[config.mk]
export PLATFORM = sky130hd
export DESIGN_NAME = fetch_sequencer
export DESIGN_NICKNAME = d
export VERILOG_FILES = /design/src/rtl/fetch_sequencer.sv
export SDC_FILE = /design/constraint.sdc
export NUM_CORES = 1
export LEC_CHECK = 0
export ABC_AREA = 1
export BUFFER_PORTS_ARGS = -buffer_cell sky130_fd_sc_hd__buf_2
export CAP_MARGIN = 20
export CORE_ASPECT_RATIO = 1.2
export CORE_MARGIN = 2
export CORE_UTILIZATION = 35
export CTS_CLUSTER_DIAMETER = 80
export DETAILED_ROUTE_END_ITERATION = 6
export MAX_ROUTING_LAYER = met4
export PLACE_DENSITY = 0.59
export SYNTH_ARGS = -nofsm -noshare
export SYNTH_HDL_FRONTEND = slang
export SYNTH_SLANG_ARGS = --single-unit
[constraint.sdc]
create_clock -name clk -period 1.7 [get_ports clk]
set_clock_uncertainty 0.1 [all_clocks]
set_input_delay 0.34 -clock clk [delete_from_list [all_inputs] [get_ports clk]]
set_output_delay 0.34 -clock clk [all_outputs]
set_load 0.05 [all_outputs]
[src/rtl/fetch_sequencer.sv]
// Multi-cycle instruction-fetch controller: owns the PC, fetches one word at a time
// over a req/ack handshake, issues it to decode over valid/ready, and counts retirements.
module fetch_sequencer #(
   parameter logic [31:0] RESET_PC = 32'h5c,
   parameter logic [31:0] HALT_PC  = 32'h94
) (
   input  logic        clk,
   input  logic        reset,
   output logic        imem_req,
   output logic [31:0] imem_addr,
   input  logic        imem_ack,
   input  logic [31:0] imem_rdata,
   output logic        inst_valid,
   output logic [31:0] inst,
   output logic [31:0] inst_pc,
   input  logic        id_ready,
   input  logic        redirect_valid,
   input  logic [31:0] redirect_pc,
   output logic        halted,
   output logic [31:0] retired
);

   typedef enum logic [1:0] {
      S_BOOT  = 2'd0,
      S_FETCH = 2'd1,
      S_ISSUE = 2'd2,
      S_HALT  = 2'd3
   } state_t;

   state_t      r_state;
   state_t      w_state_next;
   logic [31:0] r_pc;
   logic [31:0] w_pc_next;
   logic [31:0] r_inst;
   logic [31:0] w_inst_next;
   logic [31:0] r_inst_pc;
   logic [31:0] w_inst_pc_next;
   logic [31:0] r_retired;
   logic [31:0] w_retired_next;

   always_ff @(posedge clk) begin
      if (reset) begin
         r_state   <= S_BOOT;
         r_pc      <= RESET_PC;
         r_inst    <= 32'h0;
         r_inst_pc <= 32'h0;
         r_retired <= 32'h0;
      end else begin
         r_state   <= w_state_next;
         r_pc      <= w_pc_next;
         r_inst    <= w_inst_next;
         r_inst_pc <= w_inst_pc_next;
         r_retired <= w_retired_next;
      end
   end

   always_comb begin
      w_state_next   = r_state;
      w_pc_next      = r_pc;
      w_inst_next    = r_inst;
      w_inst_pc_next = r_inst_pc;
      w_retired_next = r_retired;
      case (r_state)
         S_BOOT: begin
            w_state_next = S_FETCH;
         end
         S_FETCH: begin
            if (imem_ack) begin
               w_inst_next    = imem_rdata;
               w_inst_pc_next = r_pc;
               w_state_next   = S_ISSUE;
            end
         end
         S_ISSUE: begin
            // Redirect wins over halt, so a jump at HALT_PC keeps the core running.
            if (id_ready) begin
               w_retired_next = r_retired + 32'd1;
               if (redirect_valid) begin
                  w_pc_next    = {redirect_pc[31:2], 2'b00};
                  w_state_next = S_FETCH;
               end else if (r_inst_pc == HALT_PC) begin
                  w_state_next = S_HALT;
               end else begin
                  w_pc_next    = r_pc + 32'd4;
                  w_state_next = S_FETCH;
               end
            end
         end
         default: begin
            w_state_next = S_HALT;
         end
      endcase
   end

   assign imem_req   = (r_state == S_FETCH);
   assign imem_addr  = r_pc;
   assign inst_valid = (r_state == S_ISSUE);
   assign inst       = r_inst;
   assign inst_pc    = r_inst_pc;
   assign halted     = (r_state == S_HALT);
   assign retired    = r_retired;

endmodule

# Word level (Yosys, flattened, before mapping)
# Index checks and enable logic that the tools add are counted.
[op_classes]
add_sub_neg = 2
n_mul = 0
n_div = 0
order_cmp = 0
n_eq_ne = 7
n_shift = 0
muxes = 7
bitwise = 0
reduce_logical = 5
[ops]
columns = ["cell", "n"]
rows = [
  ["$mux W32", 2],
  ["$add A32 B1 Y32 const B", 1],
  ["$add A32 B3 Y32 const B", 1],
  ["$eq A32 B8 Y1 const B", 1],
  ["$mux W2", 4],
  ["$pmux W2 S3", 1],
  ["$reduce_and A2 Y1", 3],
  ["$eq A2 B2 Y1 const B", 2],
  ["$ne A2 B1 Y1 const B", 2],
  ["$reduce_and A3 Y1", 1],
  ["$eq A2 B1 Y1 const B", 1],
  ["$logic_not A2 Y1", 1],
  ["$ne A2 B2 Y1 const B", 1],
]
[totals]
ff_bits = 130
latch_bits = 0
mem_bits_rw = 0
romBits = 0
in_bits = 69
elab_cells = 26
n_memories = 0

# Depth between registers and ports, before layout
# Gate-level depths: netlist of run 1.
[depth]
word_depth = 5
depth_mapped = 12
mapped_depth_nobuf = 11

# Worst setup path after synthesis of run 1
# No wires, ideal clock.
[synth_path]
path_type = "reg-to-reg"
startpoint = "reg r_state[0]"
endpoint = "reg r_inst_pc[20] (netlist: inst_pc[20])"
setup_time_ps = 120
arrival_ps = 1913
required_ps = 1480
setup_slack_ps = -434
stages_incl_launch_ff = 8
path_buffers = 2
cell_sequence = "dfxtp_1 -> inv_1 -> nor2_1 -> nand2_1 -> inv_1 -> buf_2 -> buf_2 -> a21oi_1"
[synth_between]
elab_chain_cells = 2
[synth_rtl]
columns = ["item", "line_no", "text"]
rows = [
  ["start: declaration", "30", "state_t r_state;"],
  ["start signal: assignment", "49", "r_state <= w_state_next;"],
  ["$eq A2 B1 Y1", "-", ""],
  ["named net imem_req", "9", "output logic imem_req,"],
  ["$reduce_and A2 Y1 (no line)", "-", ""],
  ["end signal: assignment", "52", "r_inst_pc <= w_inst_pc_next;"],
  ["end: declaration", "36", "logic [31:0] r_inst_pc;"],
]
# The timed path passes the listed nets, and every way through them passes these cells.
# A chain may end at the register's enable or synchronous reset.

# Final worst setup path of run 1
[layout_path]
startpoint = "reg r_inst_pc[2] (netlist: inst_pc[2])"
endpoint = "reg r_pc[15] (netlist: imem_addr[15])"
[layout_between]
elab_chain_cells = 3
[layout_rtl]
columns = ["item", "line_no", "text"]
rows = [
  ["$eq A32 B8 Y1", "81", "end else if (r_inst_pc == HALT_PC) begin"],
  ["$ne A2 B2 Y1 (no line)", "-", ""],
  ["$reduce_and A3 Y1 (no line)", "-", ""],
  ["end signal: assignment", "50", "r_pc <= w_pc_next;"],
  ["end: declaration", "32", "logic [31:0] r_pc;"],
]
# Every way passes these cells.

==> results of run 1 <==
-- where the power goes --
| group | total (mW) | switching [mW] | internal (mW) |
|---|---|---|---|
| clock | 3.83 | 1.43 | 2.40 |
| sequential | 3.17 | 0.0874 | 3.08 |
| combinational | 1.30 | 0.929 | 0.374 |
-- cells in the mapped netlist, drive strengths merged, types with 2 or more instances --
| cell type | n |
|---|---|
| xor2 | 6 |
| nand2 | 271 |
| and2 | 2 |
| dfxtp | 126 |
| nand3b | 5 |
| o211ai | 2 |
| inv | 65 |
| a211oi | 2 |
| nor3b | 2 |
| o21a | 2 |
| buf | 21 |
| a21oi | 69 |
| ha | 2 |
| nand3 | 49 |
| o21ai | 93 |
| nor2 | 235 |
| clkbuf | 22 |
| nand4 | 3 |
| nor3 | 8 |
-- final timing paths --
| path | startpoint | endpoint | cells after the start |
|---|---|---|---|
| max | inst_pc[2]$_SDFFE_PP0P_ | imem_addr[15]$_SDFFE_PP0P_ | 11 |
| max reg2reg | inst_pc[2]$_SDFFE_PP0P_ | imem_addr[15]$_SDFFE_PP0P_ | 11 |
| min reg2reg | inst_pc[2]$_SDFFE_PP0P_ | inst_pc[2]$_SDFFE_PP0P_ | 2 |
| min | imem_rdata[6] | inst[6]$_SDFFE_PP0P_ | 3 |
-- worst max-delay path, cell delays in order (launching register included) --
cell and delay (ns):
dfxtp_2 0.33, inv_2 0.03, nor2_1 0.07, nand2_1 0.07, nor2_2 0.17, nand2_2 0.11, o21ai_4 0.17, buf_12 0.15
clkbuf_16 0.17, o21ai_0 0.07, nand2_1 0.06, nor2_1 0.04
-- through the flow --
stage | setup TNS, ns | instance area (um^2) | setup WS [ns] | total power [mW] | instances
floorplan | 0 | 6400 | 0.00642 | 4.10 | 994
CTS | 0 | 8540 | 0.00351 | 8.35 | 1447
finish | 0 | 8920 | 0.0491 | 8.30 | 1460
detailed placement | 0 | 7920 | 0.0152 | 4.49 | 1415
global route | -0.432 | 8920 | -0.0339 | 8.63 | 1460
global placement | 0 | 7920 | 0.0317 | 4.48 | 1415
-- flip-flops by register name, indices dropped and copies added (netlist names) --
name       count
imem_addr     30
r_state        2
inst_pc       30
inst          32
retired       32
-- area by class of cell --
cell class	count	area share, %
clock inverters	12	1.77
clock buffers	20	5.14
multi-input cells	760	39.8
flip-flops and latches	126	29.1
inverters	65	2.79
well taps	220	3.09
repair buffers	257	18.4
-- kinds of logic (layout without fill, tap and decap cells) --
logic type / count (synthesis) / after routing / share of synthesized area (%)
compound gates: 171 / 171 / 13.9
xor+xnor: 7 / 7 / 0.971
fa+ha+maj: 2 / 2 / 0.396
buf+inv: 108 / 354 / 7.05
flops: 126 / 126 / 39.9
other cells: 1 / 4 / 0.0594
simple gates: 576 / 576 / 37.6
-- timing repair --
| item | in CTS | in global routing |
|---|---|---|
| hold buffers | 0 | 0 |
| setup endpoints to repair | 2 | 40 |
| resized for setup | 2 | 63 |
| pin swaps | 0 | 18 |
| gates cloned | 0 | 5 |
| setup buffers | 0 | 8 |
-- metal layers --
layer	global-route usage, %	routed length (um)
met1	25.3	8930
met2	37.4	10500
met3	4.91	1160
met4	9.62	751
met5	-	0
==> results.tsv, run 1 <==
metric	value	unit
status	finished, final reports clean	
Pre-antenna DRT Iters	4	
VDD IR-drop max	0.695	mV
Final ANT Viol Nets	0	
ys flop type	dfxtp_1	
Clock Latency Late Sink	0.43	ns
clk sinks	126	
root buf cell	clkbuf_16	
H-Tree Depth	4	
final setup fails	0	
Hold/Removal Path Class	primary input to flop	
post-synthesis cell count	991	
Inserted Diodes	0	
Vias	7021	
Wirelength per Cell	14.6	um
WS Path Type	flop to flop	
Final Hold Fails	0	
Total GRT Usage	22.1	%
final net count	1298	
Synth area leader	dfxtp_1	
Initial Util	35.9	%
top-area cell type share of the netlist area	39.9	%
first-pass GRT wire length	32.5	mm
vias per cell	4.81	
GP Congestion	0.883	
RSZ-0062 raised after global routing	yes	
count of final max-slew check failures	0	
async set-reset flop share out of synthesis	0	%
clock transition at the registers of the reported paths	0.06	ns
fin util	50.7	%
DRC Markers	0	
Die X	127	um
CTS tree	built	
grt total ovfl	0	
aggregate routed wire length	21.3	mm
vias in the first global route	6459	
layout cells sized above 1	31.1	%
Ports	200	
syn_area_per_cell	6.37	um^2
Reg area	2590	um^2
Post-Syn Area	6310	um^2
Filler cells	1829	
Seq/Total Area, Yosys	39.9	%
Worst EP arrival	1.88	ns
Area Growth Syn to Fin	41.2	%
Bufs on Longest Clock Path	2	
row cnt	53	
commonest cells after routing, fill and taps aside	261 x nand2_1, 210 x nor2_1, 191 x buf_2, 89 x dfxtp_1, 87 x o21ai_0	
Setup crit start kind	flop	
largest cells by area after synthesis	dfxtp_1 40%, nand2_1 16%, nor2_1 13%	
initial antenna violation count	0	
die area	19100	um^2
critical path endpoint category	flop	
most common cell after layout, fill and taps aside	nand2_1	
largest net degree at the start of global routing	61	
Power per Cell Area	931	nW/um^2
area of the multi-input gates	3550	um^2
Final Hold Slack	0.0556	ns
Lkg Pwr	3.84	nW
Yosys warnings	0	
Yosys reg bits	126	
Port Buffers	193	
final period utilization	97.1	%
Detailed Route Iter0 Violations	328	
die height	151	um
Max Cap Viol	0	
Core Box Area	17600	um^2
CP Max Fanout	10	
Worst Path Required	1.93	ns
R2R setup slack	0.05	ns
EDFF count, synth	0	
Fmax	606	MHz
Final Critical Period	1.65	ns
number of CTS-inserted buffers	17	
number of distinct library cells after synthesis	37	
DP HPWL	15.0	mm
(Power assumes the default switching activity.)
==> run 2: changes to the inputs <==
--- a/config.mk
+++ b/config.mk
@@ -10,11 +10,11 @@
 export CAP_MARGIN = 20
 export CORE_ASPECT_RATIO = 1.2
 export CORE_MARGIN = 2
-export CORE_UTILIZATION = 35
+export CORE_UTILIZATION = 45
 export CTS_CLUSTER_DIAMETER = 80
 export DETAILED_ROUTE_END_ITERATION = 6
 export MAX_ROUTING_LAYER = met4
-export PLACE_DENSITY = 0.59
+export PLACE_DENSITY = 0.73
 export SYNTH_ARGS = -nofsm -noshare
 export SYNTH_HDL_FRONTEND = slang
 export SYNTH_SLANG_ARGS = --single-unit
==> run 2 against run 1 <==
Effect of this change:
- sequential share of layout area rose by 0.61 points
- combinational power barely moved
- fmax fell by 0.43%
- register-to-register slack barely moved
- global-route usage rose by 4.4 points
- clock power fell by 1%
- critical path type is now flop to output pin
- first-iteration DRC count rose by 78%
==> results.tsv, run 2 (synthesized netlist as in run 1, its figures left out) <==
metric	value	unit	change
number of CTS-inserted buffers	17		unchanged
Fmax	603	MHz	-0.43%
final net count	1284		-1.1%
commonest cells after routing, fill and taps aside	257 x nand2_1, 206 x nor2_1, 189 x buf_2, 90 x o21ai_0, 89 x dfxtp_1		
Setup WS pre-CTS	0.0139	ns	-0.00135 ns
GP Congestion	0.935		+5.9%
RSZ-0062 raised after global routing	yes		
Worst Path Required	1.26	ns	-0.67 ns
clock transition at the registers of the reported paths	0.06	ns	about the same
CTS tree	built		
Pre-antenna DRT Iters	5		+1
Lkg Pwr	3.75	nW	-2.3%
Power per Cell Area	949	nW/um^2	+1.9%
VDD IR-drop max	0.779	mV	+12%
aggregate routed wire length	20.5	mm	-3.7%
Clock Latency Late Sink	0.43	ns	about the same
Vias	7149		+1.8%
Total GRT Usage	26.5	%	+4.4 points
Final Critical Period	1.66	ns	+0.00712 ns
CP startpoint	imem_addr[4]$_SDFFE_PP1P_		
Max Cap Viol	0		unchanged
root buf cell	clkbuf_16		
Layout Cells excl Fill	1398		-4.2%
clk sinks	126		unchanged
FF-to-FF path depth	11		unchanged
die height	134	um	-11%
Final Hold Slack	0.0608	ns	+0.00516 ns
H-Tree Depth	4		unchanged
Detailed Route Iter0 Violations	585		+78%
Hold/Removal Path Class	primary input to flop		
initial antenna violation count	0		unchanged
most common cell after layout, fill and taps aside	nand2_1		
Hold Path Stages	3		unchanged
first-pass GRT wire length	31.1	mm	-4.3%
count of final max-slew check failures	0		unchanged
layout cells sized above 1	30.3	%	-0.87 points
Hold Buf Count CTS	0		unchanged
Area Growth Syn to Fin	37.7	%	
CP peak stage delay	0.39	ns	+0.06 ns
Final ANT Viol Nets	0		unchanged
crit path cell chain	buf_4 -> buf_2		
status	finished, final reports clean		
Port Buffers	193		unchanged
vias per cell	5.11		+6.3%
CP Max Fanout	5		-5
Bufs on Longest Clock Path	2		unchanged
DRC Markers	0		unchanged
Die X	112	um	-11%
Placed Instances	1350		-4.6%
grt total ovfl	0		unchanged
final setup fails	0		unchanged
critical path endpoint category	output pin		
DP HPWL	13.8	mm	-7.6%
setup slack after layout	0.0420	ns	-0.00712 ns
Final Hold Fails	0		unchanged
final period utilization	97.5	%	+0.42 points
die area	15000	um^2	-22%
Final TNS setup	0	ns	unchanged
row cnt	47		-11%
Filler cells	1312		-28%
r2r endpoint	imem_addr[21]$_SDFFE_PP0P_		
Core Box Area	13800	um^2	-22%
WS Path Type	flop to output pin		
Ports	200		unchanged
Wirelength per Cell	14.7	um	+0.61%
Setup crit start kind	flop		
vias in the first global route	6440		-0.29%
largest net degree at the start of global routing	75		+23%
Initial Util	45.9	%	+10 points
Worst EP arrival	1.22	ns	-0.66 ns
R2R setup slack	0.04	ns	about the same
FF-to-FF Start	inst_pc[2]$_SDFFE_PP0P_		
Slowest-stage cell, CP	dfxtp_2		
Worst Setup EP	imem_addr[4]		
[run 2: final cells by class]
cell class	count	area, um^2	share of cell area (%)
flip-flops and latches	126	2580	29.7
well taps	171	214	2.46
clock buffers	21	440	5.06
diodes	1	2.50	0.0288
clock inverters	11	165	1.90
multi-input cells	760	3530	40.6
repair buffers	243	1520	17.5
inverters	65	244	2.80
[run 2: how the worst min path moves through the flow]
stage / slack [ns] / end / from
3_3_place_gp: 0.36 / inst_pc[7]$_SDFFE_PP0P_ / inst_pc[7]$_SDFFE_PP0P_
2_1_floorplan: 0.40 / r_state[1]$_SDFFE_PP0P_ / r_state[1]$_SDFFE_PP0P_
4_1_cts: 0.05 / inst[23]$_SDFFE_PP0P_ / imem_rdata[23]
6_report: 0.06 / inst[26]$_SDFFE_PP0P_ / imem_rdata[26]
3_5_place_dp: 0.36 / inst_pc[7]$_SDFFE_PP0P_ / inst_pc[7]$_SDFFE_PP0P_
5_1_grt: 0.06 / inst[7]$_SDFFE_PP0P_ / imem_rdata[7]
[run 2: timing repair]
| action | CTS | global route |
|---|---|---|
| resized for setup | 6 | 49 |
| gates cloned | 0 | 4 |
| hold endpoints to repair | 0 | 0 |
| setup buffers | 0 | 11 |
| pin swaps | 0 | 15 |
| endpoints found under the setup margin | 5 | 59 |
[run 2: metrics by stage]
stage	utilization, %	cell area, um^2	power, mW
3_3_place_gp	56.2	7730	4.45
5_1_grt	63.2	8700	8.53
3_5_place_dp	56.2	7730	4.47
6_report	63.2	8700	8.25
2_1_floorplan	-	6400	4.10
4_1_cts	60.7	8350	8.24
[run 2: worst max-delay path, delay by kind of cell, from the launching register on]
| kind | cells | cell delay (ns) |
|---|---|---|
| buffers and inverters | 2 | 0.41 |
| flip-flops | 1 | 0.39 |
[run 2: report_power, final]
part / internal, mW / switching (mW) / total, mW
Combinational: 0.363 / 0.931 / 1.29
Clock: 2.44 / 1.34 / 3.78
Sequential: 3.09 / 0.0916 / 3.18
Total: 5.89 / 2.36 / 8.25
[run 2: routing by layer]
layer	wire, um	global-route usage, %
met3	1380	4.87
met2	9980	44.1
met1	8290	30.6
met5	0	-
met4	858	13.6
==> run 3: changes to the inputs <==
--- a/config.mk
+++ b/config.mk
@@ -14,7 +14,7 @@
 export CTS_CLUSTER_DIAMETER = 80
 export DETAILED_ROUTE_END_ITERATION = 6
 export MAX_ROUTING_LAYER = met4
-export PLACE_DENSITY = 0.73
+export PLACE_DENSITY = 0.76
 export SYNTH_ARGS = -nofsm -noshare
 export SYNTH_HDL_FRONTEND = slang
 export SYNTH_SLANG_ARGS = --single-unit
==> constraint.sdc (replaced) <==
create_clock -name clk -period 1.4 [get_ports clk]
set_clock_uncertainty 0.1 [all_clocks]
set_input_delay 0.28 -clock clk [delete_from_list [all_inputs] [get_ports clk]]
set_output_delay 0.28 -clock clk [all_outputs]
set_load 0.05 [all_outputs]
==> run 3 against run 2 <==
Effect of this change:
- synthesized cell count did not move
- area after synthesis stayed put
- the run now fails in 5_1_grt
==> results.tsv, run 3 <==
metric	value	unit	change
status	did not finish		
Last stage	5_1_grt		
Run Error	[ERROR GRT-0232] Routing congestion too high. Check the congestion heatmap in the GUI.		
Worst endpoint type	sequential cell input		
Seq/Total Area, Yosys	39.9	%	unchanged
number of distinct library cells after synthesis	37		unchanged
Die X	112	um	unchanged
DP HPWL	14.8	mm	+7.1%
grt total ovfl	11		
Initial Util	45.9	%	unchanged
root buf cell	clkbuf_16		
Ports	200		unchanged
post-synthesis cell count	991		unchanged
EDFF count, synth	0		unchanged
synth cell count leaders	266 x nand2_1, 226 x nor2_1, 126 x dfxtp_1		
top-area cell type share of the netlist area	39.9	%	unchanged
ys flop type	dfxtp_1		
H-Tree Depth	4		unchanged
Yosys warnings	0		unchanged
async set-reset flop share out of synthesis	0	%	unchanged
Yosys reg bits	126		unchanged
Worst EP post-GRT repair	imem_addr[31]$_SDFFE_PP0P_/D		
Bufs on Longest Clock Path	2		unchanged
largest net degree at the start of global routing	60		
die height	134	um	unchanged
Post-Syn Area	6310	um^2	unchanged
number of CTS-inserted buffers	17		unchanged
most frequent cell after synthesis	nand2_1		
Setup WS pre-CTS	-0.261	ns	-0.275 ns
Synth area leader	dfxtp_1		
largest cells by area after synthesis	dfxtp_1 40%, nand2_1 16%, nor2_1 13%		
Total GRT Usage	68.1	%	
GP Congestion	0.932		-0.28%
syn_area_per_cell	6.37	um^2	unchanged
Port Buffers	193		unchanged
row cnt	47		unchanged
clk sinks	126		unchanged
dpl cell area	8800	um^2	+14%
run 3: what timing repair did:
action	in CTS
hold endpoints to repair	6
gates resized for setup	481
endpoints found under the setup margin	207
pin swaps	40
buffers inserted	60
gates cloned	13
hold buffers	6
run 3: logic make-up after synthesis:
| kind of cell | after synthesis | synth area share, % |
|---|---|---|
| and+or+nand+nor | 576 | 37.6 |
| AOI/OAI and AO/OA | 171 | 13.9 |
| other | 1 | 0.0594 |
| buffers and inverters | 108 | 7.05 |
| DFF | 126 | 39.9 |
| adders and majority gates | 2 | 0.396 |
| xor gates and xnor gates | 7 | 0.971 |
run 3: per-layer routing:
| layer | track usage [%] | overflow |
|---|---|---|
| met1 | 64.7 | 0 |
| met2 | 91.5 | 6 |
| met3 | 38.4 | 0 |
| met4 | 73.4 | 5 |
| met5 | - | - |
run 3: stage by stage:
step / util (%) / TNS, ns / instances
after floorplan: - / -12.59 / 994
after global placement: 63.9 / -7.38 / 1457
after detailed placement: 63.9 / -9.73 / 1457
after CTS: 84.7 / -16.27 / 1565
==> run 4: changes to the inputs <==
--- a/config.mk
+++ b/config.mk
@@ -8,13 +8,10 @@
 export ABC_AREA = 1
 export BUFFER_PORTS_ARGS = -buffer_cell sky130_fd_sc_hd__buf_2
 export CAP_MARGIN = 20
-export CORE_ASPECT_RATIO = 1.2
 export CORE_MARGIN = 2
-export CORE_UTILIZATION = 45
-export CTS_CLUSTER_DIAMETER = 80
+export CORE_UTILIZATION = 30
 export DETAILED_ROUTE_END_ITERATION = 6
-export MAX_ROUTING_LAYER = met4
-export PLACE_DENSITY = 0.76
+export PLACE_DENSITY_LB_ADDON = 0.15
 export SYNTH_ARGS = -nofsm -noshare
 export SYNTH_HDL_FRONTEND = slang
 export SYNTH_SLANG_ARGS = --single-unit
==> constraint.sdc (replaced) <==
create_clock -name clk -period 1.8 [get_ports clk]
set_clock_uncertainty 0.1 [all_clocks]
set_input_delay 0.36 -clock clk [delete_from_list [all_inputs] [get_ports clk]]
set_output_delay 0.36 -clock clk [all_outputs]
set_load 0.05 [all_outputs]
==> run 4 against run 3 <==
Effect of this change:
- the flow now finishes without violations
==> results.tsv, run 4 (synthesized netlist as in run 1, its figures left out) <==
metric	value	unit	change
status	finished, final reports clean		
most common cell after layout, fill and taps aside	nand2_1		
final net count	1284		
Detailed Route Iter0 Violations	331		
CP Max Fanout	4		
Lkg Pwr	3.72	nW	
WS Path Type	flop to output pin		
Final TNS setup	0	ns	
Final Critical Period	1.72	ns	
Most Frequent Cell on Critical Path	buf_4		
Final Hold Fails	0		
commonest cells after routing, fill and taps aside	265 x nand2_1, 215 x nor2_1, 191 x buf_2, 105 x dfxtp_1, 90 x o21ai_0		
die area	22200	um^2	
sequential power share	37.6	%	
r2r endpoint	imem_addr[24]$_SDFFE_PP0P_		
critical path endpoint category	output pin		
layout cells sized above 1	27.5	%	
combinational share of power	15.0	%	
die height	149	um	+11%
Sw Share	28.7	%	
Area Growth Syn to Fin	36.9	%	
vias per cell	4.60		
row cnt	53		+13%
Pre-antenna DRT Iters	7		
root buf cell	clkbuf_16		
Die X	149	um	+33%
Core Box Area	20800	um^2	
Wirelength per Cell	13.9	um	
GP Congestion	0.835		-10%
R2R setup slack	0.14	ns	
switching power	2.29	mW	
Vias	6904		
DP HPWL	15.4	mm	+3.7%
Hold/Removal Path Class	primary input to flop		
FF-to-FF path depth	10		
Slowest-stage cell, CP	dfxtp_2		
Setup crit start kind	flop		
CP peak stage delay	0.36	ns	
VDD IR-drop max	0.524	mV	
Worst Path Buf+Inv	3		
grt total ovfl	0		
clk sinks	126		unchanged
final period utilization	95.5	%	
Clock Latency Late Sink	0.41	ns	
FF-to-FF Start	imem_addr[2]$_SDFFE_PP1P_		
Hold Buf Count CTS	0		-6
H-Tree Depth	4		unchanged
clock transition at the registers of the reported paths	0.06	ns	
first-pass GRT wire length	32.9	mm	
aggregate routed wire length	20.9	mm	
Port Buffers	193		unchanged
Max Cap Viol	0		
Worst EP arrival	1.26	ns	
Fmax	582	MHz	
Int Power	5.68	mW	
Final Hold Slack	0.100	ns	
Total GRT Usage	18.8	%	
CP startpoint	r_state[1]$_SDFFE_PP0P_		
number of CTS-inserted buffers	17		unchanged
initial antenna violation count	2		
Bufs on Longest Clock Path	2		unchanged
largest net degree at the start of global routing	54		
crit path cell chain	buf_4 -> nand2_1 -> inv_1 -> buf_4		
Filler cells	2264		
Power per Cell Area	922	nW/um^2	
count of final max-slew check failures	0		
Ports	200		unchanged
cell count along the critical path	4		
Worst Setup EP	halted		
family with the most delay on the worst path	buffers and inverters		
CTS tree	built		
clock power share	47.5	%	
final setup fails	0		
Worst Path Required	1.34	ns	
Final ANT Viol Nets	0		
Initial Util	30.3	%	-16 points
DRC Markers	0		
vias in the first global route	6333		
## run 4: how the worst min path moves through the flow
stage / cells after the start / slack [ns] / start / to
2_1_floorplan: 2 / 0.43 / imem_rdata[0] / inst[0]$_SDFFE_PP0P_
3_3_place_gp: 2 / 0.36 / inst[23]$_SDFFE_PP0P_ / inst[23]$_SDFFE_PP0P_
3_5_place_dp: 2 / 0.37 / inst[1]$_SDFFE_PP0P_ / inst[1]$_SDFFE_PP0P_
4_1_cts: 3 / 0.08 / imem_rdata[8] / inst[8]$_SDFFE_PP0P_
5_1_grt: 3 / 0.1 / imem_rdata[31] / inst[31]$_SDFFE_PP0P_
6_report: 3 / 0.10 / imem_rdata[8] / inst[8]$_SDFFE_PP0P_
## run 4: cell type report
cell class,instances,area [um^2],share of cell area (%)
Multi-Input combinational cell,760,3420,39.6
Sequential cell,126,2550,29.5
Timing Repair Buffer,243,1430,16.6
Clock buffer,20,467,5.40
Tap cell,275,344,3.98
Inverter,65,244,2.82
Clock inverter,12,181,2.10
Antenna cell,1,2.50,0.0290
## run 4: metal layers
metal,routed length (um),track usage (%),share of wire (%),vias to the layer above
met5,13,0,0.062,-
met4,244,4.90,1.2,2
met3,1400,5.14,6.7,18
met2,9220,29.7,44,179
met1,10000,25.4,48,3106
li1,-,-,-,3599
## run 4: timing repair
| item | in CTS | in global routing |
|---|---|---|
| resized for setup | 1 | 20 |
| hold endpoints to repair | 0 | 0 |
| setup endpoints to repair | 1 | 34 |
| pin swaps | 0 | 4 |
| setup buffers | 0 | 5 |
## run 4: power groups by stage
stage                     logic, mW  clock network [mW]  registers, mW
after floorplan               0.406                   0           3.47
after global placement         1.19                   0           3.05
after detailed placement       1.19                   0           3.05
after CTS                      1.19                3.89           2.99
after global routing           1.29                4.04           3.01
final                          1.19                3.78           3.00
## run 4: worst reg2reg max path: cells and delay by family, from the launching register on
family / cells / cell delay, ns
DFF: 1 / 0.33
AOI/OAI and AO/OA: 1 / 0.06
buffers and inverters: 2 / 0.28
adders and majority gates: 1 / 0.16
and+or+nand+nor: 6 / 0.61
## run 4: through the flow
stage / instances / worst slack, ns / power [mW] / utilization [%] / area, um^2
after floorplan: 994 / -0.00988 / 3.87 / - / 6360
after global placement: 1464 / 0.114 / 4.24 / 37.9 / 7900
after global routing: 1501 / -0.00193 / 8.34 / 41.5 / 8640
after detailed placement: 1464 / 0.103 / 4.24 / 37.9 / 7900
after CTS: 1496 / 0.00732 / 8.08 / 41.1 / 8550
final: 1502 / 0.0809 / 7.97 / 41.5 / 8640
